==> config.mk <==
export PLATFORM = sky130hd
export DESIGN_NAME = pixel_packet_sender
export DESIGN_NICKNAME = d
export VERILOG_FILES = /design/src/rtl/pixel_packet_sender.sv
export SDC_FILE = /design/constraint.sdc
export NUM_CORES = 1
export LEC_CHECK = 0
export ABC_CLOCK_PERIOD_IN_PS = 3750
export BUFFER_PORTS_ARGS = -buffer_cell sky130_fd_sc_hd__buf_2
export CORE_MARGIN = 2
export CORE_UTILIZATION = 62
export CTS_CLUSTER_DIAMETER = 120
export DETAILED_ROUTE_END_ITERATION = 10
export PLACE_DENSITY = 0.79
export RECOVER_POWER = 25
export SYNTH_ARGS = -nofsm -noshare
export SYNTH_HDL_FRONTEND = slang
export SYNTH_SLANG_ARGS = --single-unit
==> constraint.sdc <==
create_clock -name clk -period 3.75 [get_ports clk]
set_input_delay 0.1875 -clock clk [delete_from_list [all_inputs] [get_ports clk]]
set_output_delay 0.1875 -clock clk [all_outputs]
set_load 0.03 [all_outputs]
==> src/rtl/pixel_packet_sender.sv <==
// pixel_packet_sender: buffers camera pixels in a small FIFO and sends them as
// framed UART packets (8N1, LSB first): SYNC_BYTE, then PIXELS_PER_PKT pixels,
// each zero-extended to whole bytes and sent most-significant byte first.
// Optional build macro PIXEL_SENDER_CHECKSUM_EN appends one XOR checksum byte
// covering every pixel byte of the packet.
module pixel_packet_sender #(
  parameter int unsigned CLKS_PER_BIT   = 5208,
  parameter int unsigned PIXEL_W        = 12,
  parameter int unsigned PIXELS_PER_PKT = 4,
  parameter int unsigned FIFO_DEPTH     = 8,
  parameter logic [7:0]  SYNC_BYTE      = 8'hA5
) (
  input  logic               clk,
  input  logic               rst,
  input  logic               pixel_valid,
  input  logic [PIXEL_W-1:0] pixel,
  output logic               pixel_ready,
  output logic               uart_out,
  output logic               busy,
  output logic               pkt_done
);

  localparam int unsigned BPP = (PIXEL_W + 7) / 8;
  localparam int unsigned PW  = 8 * BPP;
`ifdef PIXEL_SENDER_CHECKSUM_EN
  localparam int unsigned NUM_BYTES = 2 + PIXELS_PER_PKT * BPP;
`else
  localparam int unsigned NUM_BYTES = 1 + PIXELS_PER_PKT * BPP;
`endif
  localparam int unsigned AW  = (FIFO_DEPTH > 1) ? $clog2(FIFO_DEPTH) : 1;
  localparam int unsigned CW  = $clog2(FIFO_DEPTH + 1);
  localparam int unsigned TW  = $clog2(CLKS_PER_BIT);
  localparam int unsigned BCW = $clog2(NUM_BYTES);
  localparam int unsigned BIW = (BPP > 1) ? $clog2(BPP) : 1;

  typedef enum logic [2:0] {S_IDLE, S_LOAD, S_START, S_DATA, S_STOP} state_t;

  state_t             state_q;
  logic [PIXEL_W-1:0] mem_q [FIFO_DEPTH];
  logic [AW-1:0]      wr_ptr_q, rd_ptr_q;
  logic [CW-1:0]      count_q, count_d;
  logic [PW-1:0]      pix_q;
  logic [7:0]         tx_byte_q;
  logic [TW-1:0]      clk_cnt_q;
  logic [2:0]         bit_idx_q;
  logic [BCW-1:0]     byte_cnt_q;
  logic [BIW-1:0]     bip_q;
  logic               uart_q, busy_q, pkt_done_q;

  logic               push, pop, is_sync, is_chk, bit_end;
  logic [PW-1:0]      head_ext, pix_src;
  logic [7:0]         pix_byte;

  function automatic logic [AW-1:0] ptr_inc(input logic [AW-1:0] p);
    return (p == AW'(FIFO_DEPTH - 1)) ? '0 : p + 1'b1;
  endfunction

  assign pixel_ready = (count_q != CW'(FIFO_DEPTH));
  assign push        = pixel_valid & pixel_ready;
  assign is_sync     = (byte_cnt_q == '0);
`ifdef PIXEL_SENDER_CHECKSUM_EN
  assign is_chk      = (byte_cnt_q == BCW'(NUM_BYTES - 1));
`else
  assign is_chk      = 1'b0;
`endif
  // A pixel leaves the FIFO when its first byte is selected in LOAD.
  assign pop         = (state_q == S_LOAD) && !is_sync && !is_chk && (bip_q == '0);
  assign head_ext    = PW'(mem_q[rd_ptr_q]);
  assign pix_src     = (bip_q == '0) ? head_ext : pix_q;
  assign pix_byte    = pix_src[PW-1 -: 8];
  assign bit_end     = (clk_cnt_q == TW'(CLKS_PER_BIT - 1));

  assign uart_out = uart_q;
  assign busy     = busy_q;
  assign pkt_done = pkt_done_q;

  // Next FIFO occupancy: simultaneous push and pop leave it unchanged.
  // NOTE: every output of an always_comb gets a default first so no latch is inferred.
  always_comb begin
    count_d = count_q;
    case ({push, pop})
      2'b10:   count_d = count_q + 1'b1;
      2'b01:   count_d = count_q - 1'b1;
      default: count_d = count_q;
    endcase
  end

  // FIFO storage write port.
  // NOTE: the storage array is deliberately not reset; count and pointers define validity.
  always_ff @(posedge clk) begin
    if (push) mem_q[wr_ptr_q] <= pixel;
  end

  // FIFO pointers and occupancy; reset empties the FIFO.
  // NOTE: sequential state uses non-blocking assignments so every flop samples pre-edge values.
  always_ff @(posedge clk) begin
    if (!rst) begin
      wr_ptr_q <= '0;
      rd_ptr_q <= '0;
      count_q  <= '0;
    end else begin
      if (push) wr_ptr_q <= ptr_inc(wr_ptr_q);
      if (pop)  rd_ptr_q <= ptr_inc(rd_ptr_q);
      count_q <= count_d;
    end
  end

`ifdef PIXEL_SENDER_CHECKSUM_EN
  logic [7:0] chk_q;

  // Checksum accumulator: XOR of the pixel bytes, cleared between packets.
  always_ff @(posedge clk) begin
    if (!rst) begin
      chk_q <= '0;
    end else if (state_q == S_IDLE) begin
      chk_q <= '0;
    end else if (state_q == S_LOAD && !is_sync && !is_chk) begin
      chk_q <= chk_q ^ pix_byte;
    end
  end
`endif

  // Packet sequencer and UART transmitter with registered outputs.
  always_ff @(posedge clk) begin
    if (!rst) begin
      state_q    <= S_IDLE;
      uart_q     <= 1'b1;
      busy_q     <= 1'b0;
      pkt_done_q <= 1'b0;
      pix_q      <= '0;
      tx_byte_q  <= '0;
      clk_cnt_q  <= '0;
      bit_idx_q  <= '0;
      byte_cnt_q <= '0;
      bip_q      <= '0;
    end else begin
      pkt_done_q <= 1'b0;
      case (state_q)
        S_IDLE: begin
          uart_q     <= 1'b1;
          byte_cnt_q <= '0;
          bip_q      <= '0;
          if (count_q >= CW'(PIXELS_PER_PKT)) begin
            state_q <= S_LOAD;
            busy_q  <= 1'b1;
          end
        end
        S_LOAD: begin
          uart_q    <= 1'b0;
          clk_cnt_q <= '0;
          bit_idx_q <= '0;
          state_q   <= S_START;
          if (is_sync) begin
            tx_byte_q <= SYNC_BYTE;
`ifdef PIXEL_SENDER_CHECKSUM_EN
          end else if (is_chk) begin
            tx_byte_q <= chk_q;
`endif
          end else begin
            tx_byte_q <= pix_byte;
            pix_q     <= pix_src << 8;
            bip_q     <= (bip_q == BIW'(BPP - 1)) ? '0 : bip_q + 1'b1;
          end
        end
        S_START: begin
          if (bit_end) begin
            clk_cnt_q <= '0;
            uart_q    <= tx_byte_q[0];
            state_q   <= S_DATA;
          end else begin
            clk_cnt_q <= clk_cnt_q + 1'b1;
          end
        end
        S_DATA: begin
          if (bit_end) begin
            clk_cnt_q <= '0;
            bit_idx_q <= bit_idx_q + 3'd1;
            if (bit_idx_q == 3'd7) begin
              uart_q  <= 1'b1;
              state_q <= S_STOP;
            end else begin
              uart_q  <= tx_byte_q[bit_idx_q + 3'd1];
            end
          end else begin
            clk_cnt_q <= clk_cnt_q + 1'b1;
          end
        end
        S_STOP: begin
          if (bit_end) begin
            clk_cnt_q <= '0;
            if (byte_cnt_q == BCW'(NUM_BYTES - 1)) begin
              state_q    <= S_IDLE;
              busy_q     <= 1'b0;
              pkt_done_q <= 1'b1;
            end else begin
              byte_cnt_q <= byte_cnt_q + 1'b1;
              state_q    <= S_LOAD;
            end
          end else begin
            clk_cnt_q <= clk_cnt_q + 1'b1;
          end
        end
        default: state_q <= S_IDLE;
      endcase
    end
  end

endmodule

# ---- Word level (Yosys, flattened, before mapping)
# Memories as Yosys holds them, arrays and structs flattened. A register that Yosys moved wholly into a read port is not among the register bits.
# Cells that the tools add are included.
dict set report totals {
  out_inout_bits 4
  mem_count 1
  regBits 53
  ram_bits 96
  elab_cells 104
}
dict set report op_classes {
  mux 37
  eq_ne 20
  n_addsub 8
  reduce_logical 20
  n_bitwise 3
  magnitude_cmp 2
}
# name depth width rd rd_ports_with_merged_regs write_ports line_no
set mem_list {}
lappend mem_list {mem_q 8 12 1 1 1 39} ;# logic [PIXEL_W-1:0] mem_q [FIFO_DEPTH];
# operator count
set op_table {}
lappend op_table {{3-bit two-way mux} 10}
lappend op_table {{13-bit one-hot mux with 2 select lines} 1}
lappend op_table {{16-bit two-way mux} 1}
lappend op_table {{2-bit inequality test (second input constant)} 8}
lappend op_table {{4-bit one-hot mux with 2 select lines} 2}
lappend op_table {{3-bit one-hot mux with 5 select lines} 1}
lappend op_table {{13-bit by 1-bit adder with 13-bit output (second input constant)} 1}
lappend op_table {{13-bit equality test (second input constant)} 1}
lappend op_table {{1-bit two-way mux} 13}
lappend op_table {{13-bit two-way mux} 1}
lappend op_table {{3-bit equality test (second input constant)} 4}
lappend op_table {{2-bit nonzero test} 5}
lappend op_table {{3-bit by 1-bit adder with 3-bit output (second input constant)} 3}
lappend op_table {{3-bit AND reduction} 3}
lappend op_table {{4-bit by 1-bit adder with 4-bit output (second input constant)} 2}
lappend op_table {{4-bit two-way mux} 2}
lappend op_table {{8-bit two-way mux} 1}
lappend op_table {{3-bit by 2-bit equality test with 1-bit output (second input constant)} 2}
lappend op_table {{3-bit one-hot mux with 2 select lines} 1}
lappend op_table {{2-bit AND reduction} 3}
lappend op_table {{5-bit AND reduction} 1}
lappend op_table {{4-bit equality test (second input constant)} 1}
lappend op_table {{4-bit by 3-bit greater-or-equal comparator with 1-bit output (second input constant)} 1}
lappend op_table {{4-bit logical NOT} 1}
lappend op_table {{18 further kinds} 21}

# ---- Logic depth before layout (Yosys ltp)
# Gate-level depths: netlist of the first run.
dict set report depth {
  ltp_word 6
  mapped_depth 11
  ltp_nobuf 11
}

# ---- Worst setup path after synthesis of the first run
# OpenSTA, ideal clock, no wires.
dict set report synth_timing {
  kind {register -> register}
  from {reg count_q[1]}
  to {mem mem_q[0][0] (enable)}
  path_buffers 1
  setup_ns 0.412
  required_ns 3.338
  arrival_ns 2.339
  period_less_slack_ns 2.751
  stages_incl_launch_ff 5
  path_slack_ns 0.999
  cell_sequence {dfxtp_1 or4b_2 clkbuf_1 nand2_2 nor4_1}
}
dict set report synth_via {
  elab_chain_cells 4
}
# item line_no
set synth_rtl {}
lappend synth_rtl {{start, declared} 41} ;# logic [CW-1:0] count_q, count_d;
lappend synth_rtl {{start signal, assigned} 104} ;# count_q <= count_d;
lappend synth_rtl {{4-bit inequality test} 58} ;# assign pixel_ready = (count_q != CW'(FIFO_DEPTH));
lappend synth_rtl {{net pixel_ready} 17} ;# output logic pixel_ready,
lappend synth_rtl {{1-bit bitwise AND} 59} ;# assign push = pixel_valid & pixel_ready;
lappend synth_rtl {{1-bit two-way mux} 91} ;# if (push) mem_q[wr_ptr_q] <= pixel;
lappend synth_rtl {{1-bit two-way mux (implied by the code)} 91}
lappend synth_rtl {{end, declared} 39}
# The timed path passes the listed nets, and every way through them passes these cells.

# ---- Final worst setup path of the first run
dict set report layout_timing {
  from {reg state_q[2]}
  to {reg count_q[2]}
}
dict set report layout_via {
  elab_chain_cells 5
  elab_cells_between_ends 7
  classes_between {eq/ne (3); mux (1); reduce/logical (3)}
}
# item line_no
set layout_rtl {}
lappend layout_rtl {{start, declared} 38} ;# state_t state_q;
lappend layout_rtl {{start signal, assigned} 126} ;# state_q <= S_IDLE;
lappend layout_rtl {{start signal, assigned} 144} ;# state_q <= S_LOAD;
lappend layout_rtl {{start signal, assigned} 152} ;# state_q <= S_START;
lappend layout_rtl {{3-bit by 1-bit equality test with 1-bit output (*)} 67} ;# assign pop = (state_q == S_LOAD) && !is_sync && !is_chk && (bip_q == '0);
lappend layout_rtl {{1-bit logical AND (*) (2 in series)} 67}
lappend layout_rtl {{2-bit by 1-bit equality test with 1-bit output or 2-bit equality test (tied branches)} 81} ;# case ({push, pop})
lappend layout_rtl {{4-bit one-hot mux with 2 select lines or 2-bit nonzero test (tied branches)} n/a}
# Every way passes the cells marked *; elsewhere a longest branch is shown, timed or not.
# A chain may end at the register's enable or synchronous reset.

==> results of run 1 <==
## timing repair
item                      4_1_cts  5_1_grt
setup buffers                   0        0
hold endpoints to repair       98        0
hold buffers                   13        0
## logic make-up (layout without fill, tap and decap cells)
| family | Yosys count | in the layout | share of synthesized area |
|---|---|---|---|
| AOI/OAI and AO/OA | 91 | 91 | 0.0969 |
| xor gates and xnor gates | 3 | 3 | 0.00406 |
| adders and majority gates | 12 | 12 | 0.0232 |
| buffers and inverters | 36 | 84 | 0.0253 |
| DFF | 152 | 152 | 0.619 |
| muxes | 46 | 46 | 0.118 |
| and+or+nand+nor | 127 | 127 | 0.114 |
## cell usage in the layout (no fill, tap or decap), types with 5 or more instances in the layout
| master | count |
|---|---|
| ha_1 | 12 |
| nor4_1 | 5 |
| a21oi_1 | 15 |
| a31oi_1 | 10 |
| nand3_1 | 13 |
| nand2_1 | 18 |
| buf_4 | 11 |
| mux4_2 | 24 |
| nor2_1 | 28 |
| a22oi_1 | 6 |
| inv_1 | 10 |
| mux2i_1 | 22 |
| o21ai_0 | 14 |
| dlygate4sd3_1 | 13 |
| dfxtp_1 | 56 |
| nand4_1 | 7 |
| a21o_1 | 6 |
| o2bb2ai_1 | 8 |
| buf_2 | 9 |
| edfxtp_1 | 96 |
| clkbuf_16 | 16 |
| clkbuf_1 | 12 |
## routing by layer
layer / track usage / vias up
met5: 0 / -
met3: 0.0705 / 18
met2: 0.428 / 94
li1: - / 1911
met4: 0.0836 / 0
met1: 0.308 / 2004
## area by class of cell
type	count	area, um^2	share of cell area
timing repair buffer	42	292	0.0398
clock buffer	20	425	0.0580
inverter	10	37.5	0.00512
sequential	152	4000	0.546
tap	136	170	0.0232
multi-input combinational	279	2330	0.317
clock inverter	12	75.1	0.0102
## power by group through the flow
stage	combinational (W)	clock [W]	sequential (W)
2_1_floorplan	0.000139	0	0.00188
3_3_place_gp	0.000187	0	0.00189
3_5_place_dp	0.000196	0	0.00189
4_1_cts	0.000208	0.00147	0.00186
5_1_grt	0.000231	0.00155	0.00186
6_report	0.000207	0.00145	0.00186
## state kept, by name (all words and copies together), names as in the netlist, 3 cells and up, named ones only
name,flops
pix_q,8
wr_ptr_q,3
mem_q,96
count_q,4
clk_cnt_q,13
state_q,3
bit_idx_q,3
byte_cnt_q,4
tx_byte_q,8
rd_ptr_q,3
## worst min-delay path by stage
stage          startpoint          end  slack, ns  cells past startpoint
6_report              rst        bip_q       0.03                      2
5_1_grt               rst        bip_q       0.01                      2
4_1_cts               rst        bip_q       0.02                      2
3_5_place_dp    pix_q[15]    pix_q[15]       0.45                      1
3_3_place_gp     pixel[0]  mem_q[5][0]       0.45                      1
2_1_floorplan    pixel[0]  mem_q[0][0]       0.29                      0
## through the flow
step                      hold WS (ns)  utilization  setup WS [ns]  area (um^2)  total power (W)
final                           0.0342        0.717          0.877         7330          0.00351
after global routing            0.0123        0.717          0.647         7330          0.00364
after CTS                       0.0152        0.718          0.890         7340          0.00354
after detailed placement         0.451        0.656          0.911         6710          0.00209
after global placement           0.449        0.656           1.04         6710          0.00207
after floorplan                  0.286            -          0.999         6470          0.00202
==> impl_metrics.json, run 1 <==
{
  "route.antenna.remaining_nets": 0,
  "totalNegativeSetupSlack_ns": 0,
  "grt_antenna_before_repair": 0,
  "timing.critical_path.from": "state_q[2]",
  "start_util": 0.632,
  "synthesis.area_um2": 6470,
  "placedCellCount": 606,
  "cp_num_cells": 10,
  "p_leak_nw": 2.40,
  "io_pins": 19,
  "wire_per_inst_um": 19.6,
  "globalplace.congestion": 0.864,
  "cts_num_sinks": 152,
  "dieArea_um2": 11300,
  "grt_pass1_wl_um": 21000,
  "worstRegToRegCells": 10,
  "reg2reg_to": "count_q[2]",
  "source_of_the_worst_register_to_register_timing_path": "state_q[2]",
  "cp_max_fo": 20,
  "port_buffers": 18,
  "layout.cells.non_filler": 651,
  "critPathArrivalTime_ns": 3.33,
  "synth_edf_count": 96,
  "slowest_stage": "or3b_1",
  "top_delay_family_on_crit_path": "simple AND/OR/NAND/NOR gates",
  "timing.final.setup_violations": 0,
  "drc": 0,
  "sw_frac_of_total": 0.230,
  "cts_tree": "yes",
  "worst_skew_pair.late_latency_ns": 0.54,
  "cp_data_required_time_ns": 4.21,
  "power-per-cell-area_nw_per_um2": 479,
  "grt_pass1_vias": 4007,
  "met3WireLength_um": 466,
  "max_cap_violations": 0,
  "final_min_period_over_clock_period": 0.766,
  "tightestPinTransition_ns": 1.14,
  "cts_repair_resize_count": 0,
  "first_pass_iteration_count_of_the_detailed_router": 4,
  "sequentialPowerShare": 0.528,
  "rows": 37,
  "part_of_the_power_in_the_clock_network": 0.413,
  "via_per_inst": 6.19,
  "start_kind": "register",
  "grt_remaining_overflow": 0,
  "detailroute.via_count": 4027,
  "synth.top_cell.area_share": 0.446,
  "synth_fp_nets": 494,
  "grt_setup_unrepaired": "false",
  "ys_seq_area_frac": 0.619,
  "crit_path_end_kind": "register",
  "fin_nets": 529,
  "antenna_cells": 0,
  "netlist_instances": 467,
  "netsw_w": 0.000808,
  "synthTopCellsByArea": "edfxtp_1 45%, dfxtp_1 17%, mux4_2 8.4%",
  "wirelength_met1_um": 5310,
  "postSynth.asyncResetShare": 0,
  "yosys-top-cells-count": "96 x edfxtp_1, 56 x dfxtp_1, 28 x nor2_1",
  "timing.critical_path.cells": "or3b_1 -> nor3_4 -> buf_4 -> ha_1 -> xor2_1 -> ha_1 -> a21oi_1 -> xor2_1 -> or3_1 -> a21oi_1",
  "hold_class": "input port to register",
  "floorplan.die.height_um": 106,
  "grtUsageTotal": 0.250,
  "fin_skew_ns": 0.00686,
  "yosys_register_bits": 152,
  "final_layout_size_suffix_gt1_frac": 0.165,
  "yosys.area.top_type": "edfxtp_1",
  "highest-signal-layer": "met4",
  "final_period_minus_worst_setup_slack_ns": 2.87,
  "vdd_ir_drop_max_v": 0.000526,
  "cp.buffers_inverters": 1,
  "run_status": "completed",
  "slowest_delay_ns": 0.60,
  "reg2reg_setup_slack_ns": 0.88,
  "most_used_flip_flop_cell_after_synthesis": "edfxtp_1",
  "yosysWarnings": 0,
  "endpoint": "count_q[2]",
  "yosys.cell_types.count": 63,
  "postRouteWirelength_um": 12800,
  "largest_net_degree_at_the_start_of_global_routing": 28,
  "clock_tree.buffer_depth": 2,
  "fillcell_total": 665,
  "finalHoldViolCount": 0,
  "die_w_um": 106,
  "post_cts_clock_slew_at_the_launch_and_capture_registers_of_the_worst_setup_and_hold_paths_ns": 0.06,
  "cts_root_buffer": "clkbuf_8",
  "htreeDepth": 4,
  "synth.most_common_cell": "edfxtp_1",
  "max_slew_margin": 0.242,
  "route.met2.wl_um": 6800,
  "power.internal_w": 0.00271,
  "achievable-frequency_ghz": 0.348,
  "post_synth.cell_area_avg_um2": 13.9,
  "timing_worst_setup_path_type": "register to register",
  "share_comb_of_total_power": 0.059,
  "area.growth.synth_to_final_pct": 13.3,
  "hpwlAfterDp_um": 7970,
  "tritoncts.num_buffers": 17,
  "placeableCoreArea_um2": 10200,
  "final_max_slew_viol_count": 0,
  "dr.first_iter.drc_count": 348
}
No activity file was read; power rests on OpenSTA's default activity.
==> run 2, diff against run 1 <==
--- a/config.mk
+++ b/config.mk
@@ -5,13 +5,13 @@
 export SDC_FILE = /design/constraint.sdc
 export NUM_CORES = 1
 export LEC_CHECK = 0
-export ABC_CLOCK_PERIOD_IN_PS = 3750
+export ABC_CLOCK_PERIOD_IN_PS = 2600
 export BUFFER_PORTS_ARGS = -buffer_cell sky130_fd_sc_hd__buf_2
 export CORE_MARGIN = 2
-export CORE_UTILIZATION = 62
+export CORE_UTILIZATION = 56
 export CTS_CLUSTER_DIAMETER = 120
 export DETAILED_ROUTE_END_ITERATION = 10
-export PLACE_DENSITY = 0.79
+export PLACE_DENSITY = 0.76
 export RECOVER_POWER = 25
 export SYNTH_ARGS = -nofsm -noshare
 export SYNTH_HDL_FRONTEND = slang
==> constraint.sdc (replaced) <==
create_clock -name clk -period 2.6 [get_ports clk]
set_input_delay 0.13 -clock clk [delete_from_list [all_inputs] [get_ports clk]]
set_output_delay 0.13 -clock clk [all_outputs]
set_load 0.03 [all_outputs]
==> run 2 against run 1 <==
Net effect: global-route usage shrank 2.4 points; design area rose by 2.3%; hold slack hardly changed; clock power up 65%; combinational power is 60% higher; power up 53%; sequential share of layout area fell by 1.2 points; sequential cell count unchanged; first-iteration DRC count grew 46%; critical endpoint unchanged; largest cell class unchanged; highest routed layer unchanged.
==> impl_metrics.json, run 2 (same netlist as run 1, synthesis figures left out) <==
{
  "run_status": "completed",
  "port_buffers": 18,
  "reg2reg_setup_slack_ns": 0.16,
  "dieArea_um2": 12400,
  "grtUsageTotal": 0.226,
  "wire_per_inst_um": 20.0,
  "cts_num_sinks": 152,
  "final_max_slew_viol_count": 0,
  "globalplace.congestion": 0.792,
  "drc": 0,
  "p_leak_nw": 2.48,
  "detailroute.via_count": 4133,
  "placeableCoreArea_um2": 11300,
  "worst_skew_pair.late_latency_ns": 0.42,
  "holdPathStages": 3,
  "final_period_minus_worst_setup_slack_ns": 2.44,
  "min_to": "wr_ptr_q[2]",
  "postRouteWirelength_um": 13300,
  "totalNegativeSetupSlack_ns": 0,
  "grt_pass1_wl_um": 21700,
  "timing_worst_setup_path_type": "register to register",
  "worstRegToRegCells": 9,
  "grt_antenna_before_repair": 0,
  "grt_pass1_vias": 4190,
  "hold_class": "input port to register",
  "source_of_the_worst_register_to_register_timing_path": "state_q[2]",
  "placedCellCount": 622,
  "clock_tree.buffer_depth": 2,
  "hpwlAfterDp_um": 8370,
  "power-per-cell-area_nw_per_um2": 719,
  "largest-register": "mem_q",
  "htreeDepth": 4,
  "fin_nets": 537,
  "vdd_ir_drop_max_v": 0.000767,
  "largest_net_degree_at_the_start_of_global_routing": 31,
  "multiInputGateArea_um2": 2340,
  "floorplan.die.height_um": 111,
  "antenna_cells": 0,
  "max_cap_violations": 0,
  "first_pass_iteration_count_of_the_detailed_router": 5,
  "final-seq-area_um2": 4000,
  "utilization": 0.662,
  "cp_data_required_time_ns": 2.95,
  "largest_register_ff_count": 96,
  "reg.largest.list": "mem_q (96), clk_cnt_q (13)",
  "reg2reg_to": "count_q[2]",
  "fillcell_total": 796,
  "tightestPinTransition_ns": 0.567,
  "achievable-frequency_ghz": 0.410,
  "source_of_the_worst_hold_timing_path": "pixel_valid",
  "tritoncts.num_buffers": 17,
  "route.antenna.remaining_nets": 0,
  "finalHoldViolCount": 0,
  "via_per_inst": 6.21,
  "die_w_um": 111,
  "grt_remaining_overflow": 0,
  "timing.final.setup_violations": 0,
  "layout.cells.non_filler": 666,
  "fin_skew_ns": 0.0122,
  "post_cts_clock_slew_at_the_launch_and_capture_registers_of_the_worst_setup_and_hold_paths_ns": 0.06,
  "dr.first_iter.drc_count": 508,
  "grt_setup_unrepaired": "false",
  "max_slew_margin": 0.620,
  "area.growth.synth_to_final_pct": 15.9,
  "critPathArrivalTime_ns": 2.79,
  "post_dp_cell_area_um2": 6810,
  "start_kind": "register",
  "crit_path_end_kind": "register",
  "start_util": 0.571,
  "final_min_period_over_clock_period": 0.938,
  "rows": 39,
  "final_layout_size_suffix_gt1_frac": 0.187,
  "cp_max_fo": 7,
  "postLayoutCellArea_um2": 7500,
  "cts_root_buffer": "clkbuf_16",
  "layout.cells.most_common_list": "96 x edfxtp_1, 56 x dfxtp_1, 28 x nor2_1",
  "io_pins": 19,
  "mostFrequentLayoutCell": "edfxtp_1",
  "cts_tree": "yes"
}
-- run 2: final cells by class --
class | instances | area share
clock buffers | 19 | 0.0578
clock inverters | 13 | 0.0189
inverters | 10 | 0.00501
multi-input cells | 279 | 0.312
flip-flops and latches | 152 | 0.534
well taps | 143 | 0.0239
repair buffers | 50 | 0.0481
-- run 2: worst max-delay path by stage --
| stage | from | endpoint | slack, ns | cells after the start |
|---|---|---|---|---|
| global placement | byte_cnt_q[0] | count_q[2] | 0.15 | 11 |
| global route | byte_cnt_q[0] | count_q[2] | 0.04 | 11 |
| finish | state_q[2] | count_q[2] | 0.16 | 9 |
| detailed placement | byte_cnt_q[0] | count_q[2] | 0.06 | 11 |
| CTS | byte_cnt_q[0] | count_q[2] | 0.06 | 11 |
| floorplan | state_q[2] | count_q[2] | 0.002 | 11 |
-- run 2: layer usage --
layer / vias to the layer above / part of all wire / global-route usage
met5: - / 0 / 0
met4: 0 / 0.013 / 0.0823
met3: 17 / 0.055 / 0.0615
met2: 141 / 0.51 / 0.381
met1: 2054 / 0.43 / 0.284
li1: 1921 / - / -
-- run 2: what timing repair did --
| item | in CTS | in global routing |
|---|---|---|
| setup endpoints to repair | 0 | 2 |
| hold buffers | 12 | 0 |
| resized for setup | 0 | 2 |
| endpoints found under the hold margin | 96 | 0 |
| setup buffers | 0 | 0 |
-- run 2: metrics by stage --
step	hold WS, ns	worst slack (ns)	total power, W
after floorplan	0.229	0.00180	0.00291
final	0.0343	0.162	0.00539
after detailed placement	0.403	0.0640	0.00303
after CTS	0.0249	0.0628	0.00541
after global routing	0.0475	0.0359	0.00556
after global placement	0.387	0.153	0.00301
-- run 2: worst max-delay path, cell delays in order (launching register included) --
cell and delay [ns]:
dfxtp_1 0.31, or3b_1 0.53, nor3_4 0.29, ha_1 0.23, xor2_1 0.17, ha_1 0.18
a21oi_1 0.05, xor2_1 0.16, or3_1 0.31, a21oi_1 0.14
-- run 2: power breakdown --
group          switching [W]  leakage (nW)  total, W  internal, W
combinational       0.000214         0.883  0.000332     0.000118
sequential         0.0000349          1.32   0.00266      0.00263
clock               0.000972         0.277   0.00239      0.00142
total                0.00122          2.48   0.00539      0.00417
